===== config.mk =====
export PLATFORM = sky130hd
export DESIGN_NAME = pcie_us_cq_route_ctrl
export DESIGN_NICKNAME = d
export VERILOG_FILES = /design/src/rtl/pcie_us_cq_route_ctrl.sv
export SDC_FILE = /design/constraint.sdc
export NUM_CORES = 1
export LEC_CHECK = 0
export ABC_AREA = 0
export BUFFER_PORTS_ARGS = -buffer_cell sky130_fd_sc_hd__clkbuf_2
export CAP_MARGIN = 0
export CORE_MARGIN = 5
export CORE_UTILIZATION = 31
export DETAILED_ROUTE_END_ITERATION = 10
export GPL_ROUTABILITY_DRIVEN = 0
export SYNTH_ARGS = -nofsm -noshare
export SYNTH_HDL_FRONTEND = slang
export SYNTH_SLANG_ARGS = --single-unit

===== constraint.sdc =====
create_clock -name clk -period 4.8 [get_ports clk]
set_clock_uncertainty 0.05 [all_clocks]
set_input_delay 0.48 -clock clk [delete_from_list [all_inputs] [get_ports clk]]
set_output_delay 0.48 -clock clk [all_outputs]
set_load 0.01 [all_outputs]

===== src/rtl/pcie_us_cq_route_ctrl.sv =====
// Routing controller for the UltraScale CQ demux: BAR-to-port table, per-port
// non-posted throttling and dropped-packet statistics.
module pcie_us_cq_route_ctrl #(
   parameter int M_COUNT    = 2,
   parameter int FUNC_COUNT = 1,
   parameter int NP_LIMIT   = 8,
   parameter int CL_M_COUNT = (M_COUNT > 1) ? $clog2(M_COUNT) : 1
) (
   input  logic                    clk,
   input  logic                    rst,
   input  logic                    cq_tvalid,
   input  logic                    cq_tready,
   input  logic                    cq_tlast,
   input  logic [3:0]              req_type,
   input  logic [7:0]              target_function,
   input  logic [2:0]              bar_id,
   output logic                    enable,
   output logic                    drop,
   output logic [M_COUNT-1:0]      select,
   input  logic                    cfg_wr_en,
   input  logic [2:0]              cfg_wr_bar,
   input  logic [CL_M_COUNT-1:0]   cfg_wr_port,
   input  logic                    cfg_wr_valid,
   input  logic [M_COUNT-1:0]      np_done,
   output logic [M_COUNT*8-1:0]    np_outstanding,
   output logic [31:0]             stat_drop_count,
   output logic                    busy
);

   localparam logic [8:0]  FUNC_LIM = 9'(FUNC_COUNT);
   localparam logic [7:0]  NP_MAX   = 8'(NP_LIMIT);
   localparam logic [31:0] PORT_LIM = 32'(M_COUNT);

   typedef enum logic [1:0] {
      IDLE  = 2'd0,
      ROUTE = 2'd1,
      FRAME = 2'd2
   } state_t;

   state_t                  state_reg;
   logic [CL_M_COUNT-1:0]   port_reg;
   logic                    drop_reg;
   logic                    np_reg;

   logic [7:0]              tbl_valid_reg;
   logic [CL_M_COUNT-1:0]   tbl_port_reg [8];

   logic                    is_posted;
   logic                    is_np;
   logic                    new_drop;
   logic                    beat;
   logic                    first_beat;
   logic                    stall;
   logic [M_COUNT-1:0]      stall_vec;

   always_comb begin
      is_posted = (req_type == 4'b0001) || (req_type == 4'b0011);
      is_np     = (req_type == 4'b0000) || (req_type == 4'b0010);
      new_drop  = !(is_posted || is_np) || !tbl_valid_reg[bar_id] ||
                  ({1'b0, target_function} >= FUNC_LIM);
   end

   assign beat       = cq_tvalid && cq_tready;
   assign stall      = |stall_vec;
   assign enable     = (state_reg == FRAME) || ((state_reg == ROUTE) && !stall);
   // Gating with the stall keeps the count bounded even if tready is not qualified by enable.
   assign first_beat = (state_reg == ROUTE) && beat && !stall;
   assign drop       = (state_reg != IDLE) && drop_reg;
   assign busy       = (state_reg != IDLE);

   always_ff @(posedge clk) begin
      if (rst) begin
         for (int i = 0; i < 8; i++) begin
            tbl_valid_reg[i] <= 1'b0;
            tbl_port_reg[i]  <= '0;
         end
      end else if (cfg_wr_en) begin
         tbl_valid_reg[cfg_wr_bar] <= cfg_wr_valid && (32'(cfg_wr_port) < PORT_LIM);
         tbl_port_reg[cfg_wr_bar]  <= cfg_wr_port;
      end
   end

   always_ff @(posedge clk) begin
      if (rst) begin
         state_reg <= IDLE;
         port_reg  <= '0;
         drop_reg  <= 1'b0;
         np_reg    <= 1'b0;
      end else begin
         case (state_reg)
            IDLE: begin
               if (cq_tvalid) begin
                  port_reg  <= tbl_port_reg[bar_id];
                  drop_reg  <= new_drop;
                  np_reg    <= is_np;
                  state_reg <= ROUTE;
               end
            end
            ROUTE: begin
               if (first_beat) begin
                  state_reg <= cq_tlast ? IDLE : FRAME;
               end
            end
            FRAME: begin
               if (beat && cq_tlast) begin
                  state_reg <= IDLE;
               end
            end
            default: state_reg <= IDLE;
         endcase
      end
   end

   genvar gi;
   generate
      for (gi = 0; gi < M_COUNT; gi++) begin : g_port
         logic [7:0] cnt_reg;
         logic       hit;
         logic       inc;
         logic       dec;

         assign hit            = (port_reg == CL_M_COUNT'(gi));
         assign inc            = first_beat && np_reg && !drop_reg && hit;
         assign dec            = np_done[gi] && (cnt_reg != 8'd0);
         assign stall_vec[gi]  = np_reg && !drop_reg && hit && (cnt_reg == NP_MAX);
         assign select[gi]     = (state_reg != IDLE) && !drop_reg && hit;
         assign np_outstanding[gi*8 +: 8] = cnt_reg;

         always_ff @(posedge clk) begin
            if (rst) begin
               cnt_reg <= 8'd0;
            end else if (inc && !dec) begin
               cnt_reg <= cnt_reg + 8'd1;
            end else if (dec && !inc) begin
               cnt_reg <= cnt_reg - 8'd1;
            end
         end
      end
   endgenerate

   always_ff @(posedge clk) begin
      if (rst) begin
         stat_drop_count <= 32'd0;
      end else if (first_beat && drop_reg && (stat_drop_count != 32'hFFFF_FFFF)) begin
         stat_drop_count <= stat_drop_count + 32'd1;
      end
   end

endmodule

==> impl_results.md <==
- Post-Syn Area: around 0.004 sq mm
- Register area share after synthesis: 35.8%
- Total negative slack: 0 ns
- Final Hold Viols: 0
- Final nets: 576
- First drt pass iteration count: 4
- Antenna violations before repair: 0
- Core box area: 0.0131 sq mm
- DRC errors left: 0
- Post-CTS sizing: 0
- Post-synth EDFFs: 8
- Relative slew slack: 35.4%
- Global Route Usage Sum: between 10% and 20%
- First-pass GRT wire length: 16,900 um
- Die H: 125 um
- IO buf count: 79
- Clk slew on worst S/H paths: around 0.050 ns
- Pin count of the biggest net entering global routing: 49
- Crit Path Max Fanout: 10
- Mux cell area share after synthesis: 12.0%
- Ys flop type: dfxtp_1
- Achievable Freq: 0.258 GHz
- Pwr Density: about 390 mW/mm^2
- Psw: about 600 uW
- Peak supply drop: 0.195 mV
- CTS Buf Count: 9
- Clock share of power: 33.6%
- Unrepaired setup endpoints after global routing: false
- Row count: 42
- Starting Density: 31.2%
- Switching share of power: 32.0%
- Comb pwr share: 30.2%
- Area leader, netlist: dfxtp_1
- Die Area: 0.0156 sq mm
- H-tree levels: 3
- P_leak: 2.02 nW
- Util after Layout: a little under two fifths
- Slew Viols, Final: 0
- Clk buf depth: 2
- Clock tree from TritonCTS: done
- Post-layout min period: about 3.9 ns
- Sink Count: 69
- Final Cycle Share: between 80% and 90%
- Synth Instances: 456
- Share of layout cells above drive strength 1: 21.3%
- Reg power frac: a little over a third
- Avg Inst Size Synth: 8.96 sq um
- Worst Max-Slew Pin Slew: roughly 0.96 ns
- Largest family of logic cells by synthesized area: simple AND/OR/NAND/NOR gates
- Clk_lat worst skew: 0.33 ns
- Yosys reg bits: 69
- Setup crit end kind: flip-flop
- Status: finished clean
- Post-Synth XOR/XNOR Area: 2.14%
- Number of routed nets with antenna violations: 0
- Root buf cell: clkbuf_16
- Setup bufs post-CTS: 0
- Max Cap Viol: 0
- Async S/R FF share, synth: 0%
- CP required: 4.97 ns
- Die width: 125 um
- Synth cell types: 55
- Max FFs per register: 32
- Final wirelength: roughly 10,000 um
- Synth top area share: 29.9%
- Min-Delay Path Class: in2reg
- WS Path Type: reg2reg
- Vias: 3,676
- DRT iter0 DRCs: roughly 170
- Vias per cell: 5.18
- CP startpoint kind: flip-flop
- Final-layout fill cell count: 1,319
- Final setup viols: 0
- Internal power: 1.31 mW
- Synthesis-to-layout area growth: 20.3%
- # diodes: 0
- Dpl hpwl: between 7000 and 8000 um
- Simple-Gate Fraction of Synth Area: 30.5%
- Total grt overflow: 0
- Vias in the first global route: 3,451
- Syn_nets: approximately 500
- Synth Area in Compound Gates: 9.93%
- Yosys Warn Count: 0
- Synth top area cells: dfxtp_1, edfxtp_1, mux2i_1
- Post-CTS Hold Fix Bufs: 0
- Arrival time worst endpoint: 4.05 ns
- # IOs: 81
- Drt wl/cell: 14.1 um
- Post-synthesis adder-cell area fraction: 6.19%
-- power by group through the flow --
stage | registers (mW) | clock network [mW] | logic [mW]
after floorplan | 0.713 | 0 | 0.427
after global placement | 0.707 | 0 | 0.570
after detailed placement | 0.711 | 0 | 0.578
after CTS | 0.699 | 0.666 | 0.583
after global routing | 0.708 | 0.694 | 0.648
final | 0.698 | 0.646 | 0.581
-- placed cells by master (no fill, tap or decap), drive strengths merged, types with 3 or more instances in the layout --
| cell | instances |
|---|---|
| mux4 | 4 |
| nor3b | 3 |
| ha | 17 |
| xor2 | 5 |
| nand4 | 9 |
| o2111ai | 5 |
| xnor2 | 5 |
| nor4b | 6 |
| and4 | 6 |
| nor4 | 18 |
| or4 | 14 |
| edfxtp | 8 |
| nand2 | 27 |
| a21oi | 24 |
| or3 | 10 |
| nand3 | 18 |
| mux2 | 16 |
| nand4b | 3 |
| mux2i | 22 |
| nor2 | 58 |
| clkbuf | 90 |
| nor3 | 11 |
| or2 | 4 |
| o21ai | 9 |
| and2 | 3 |
| and3 | 6 |
| nand3b | 3 |
| o31ai | 12 |
| inv | 16 |
| dfxtp | 61 |
| nor2b | 16 |
-- metal layers --
layer / track usage [%] / wire length, um
met3: 3.69 / 514
met2: 21.2 / 4770
met1: 16.5 / 4600
met5: 0 / 0
met4: 5.09 / 152
-- synth_stat cells, types with 4 or more instances --
cell,number
xor2_1,5
o21ai_0,9
a21oi_1,24
ha_1,17
mux2i_1,22
and4_1,6
nor3_1,11
nor4_1,15
clkbuf_1,11
inv_1,16
mux4_2,4
nand2_1,26
o2111ai_1,5
mux2_2,6
nand4_1,9
o31ai_1,12
nor2b_1,16
edfxtp_1,8
or2_2,4
and3_1,6
nand3_1,18
nor4b_1,5
xnor2_1,5
dfxtp_1,61
mux2_1,10
or4_1,12
nor2_1,58
or3_1,10
-- critical path, stage by stage (launching register included) --
cell,delay [ns]
dfxtp_1,0.33
or4_1,0.59
nor4b_1,0.33
o21ai_0,0.17
and2_1,0.19
and3_1,0.19
ha_1,0.20
inv_1,0.28
ha_1,0.30
a21oi_1,0.26
o2111ai_1,0.17
o211ai_1,0.15
mux2i_1,0.23
mux2_2,0.34
-- metrics by stage --
stage               instances  cell area (sq um)  hold WS [ns]  total power, mW  setup WS [ns]
finish                    710               4910         0.408             1.93          0.920
global route              710               4910         0.403             2.05          0.641
CTS                       710               4910         0.399             1.95          0.933
detailed placement        694               4630         0.418             1.29          0.950
global placement          694               4630         0.406             1.28           1.00
floorplan                 456               4080         0.387             1.14           1.34
-- layout make-up --
type                    instances  area, sq um  share of cell area [%]
well taps                     176          220                    4.48
multi-input cells             353         2480                    50.5
flip-flops and latches         69         1460                    29.8
inverters                      16         60.1                    1.22
clock inverters                 5         52.6                    1.07
repair buffers                 80          403                    8.20
clock buffers                  11          233                    4.74
-- final timing paths --
path	end	cells after the start	slack [ns]	start
max reg2reg	g_port[1].cnt_reg[7]	13	0.92	g_port[0].cnt_reg[2]
max	g_port[1].cnt_reg[7]	13	0.92	g_port[0].cnt_reg[2]
min	state_reg[0]	3	0.41	cq_tvalid
min reg2reg	state_reg[0]	1	0.43	state_reg[1]
-- cells by family (layout without fill, tap and decap cells) --
group / after synthesis / after routing
AOI/OAI and AO/OA: 64 / 64
xor gates and xnor gates: 10 / 10
adders and majority gates: 19 / 19
buffers and inverters: 34 / 112
DFF: 69 / 69
muxes: 42 / 42
and+or+nand+nor: 218 / 218
(Power assumes the default switching activity.)
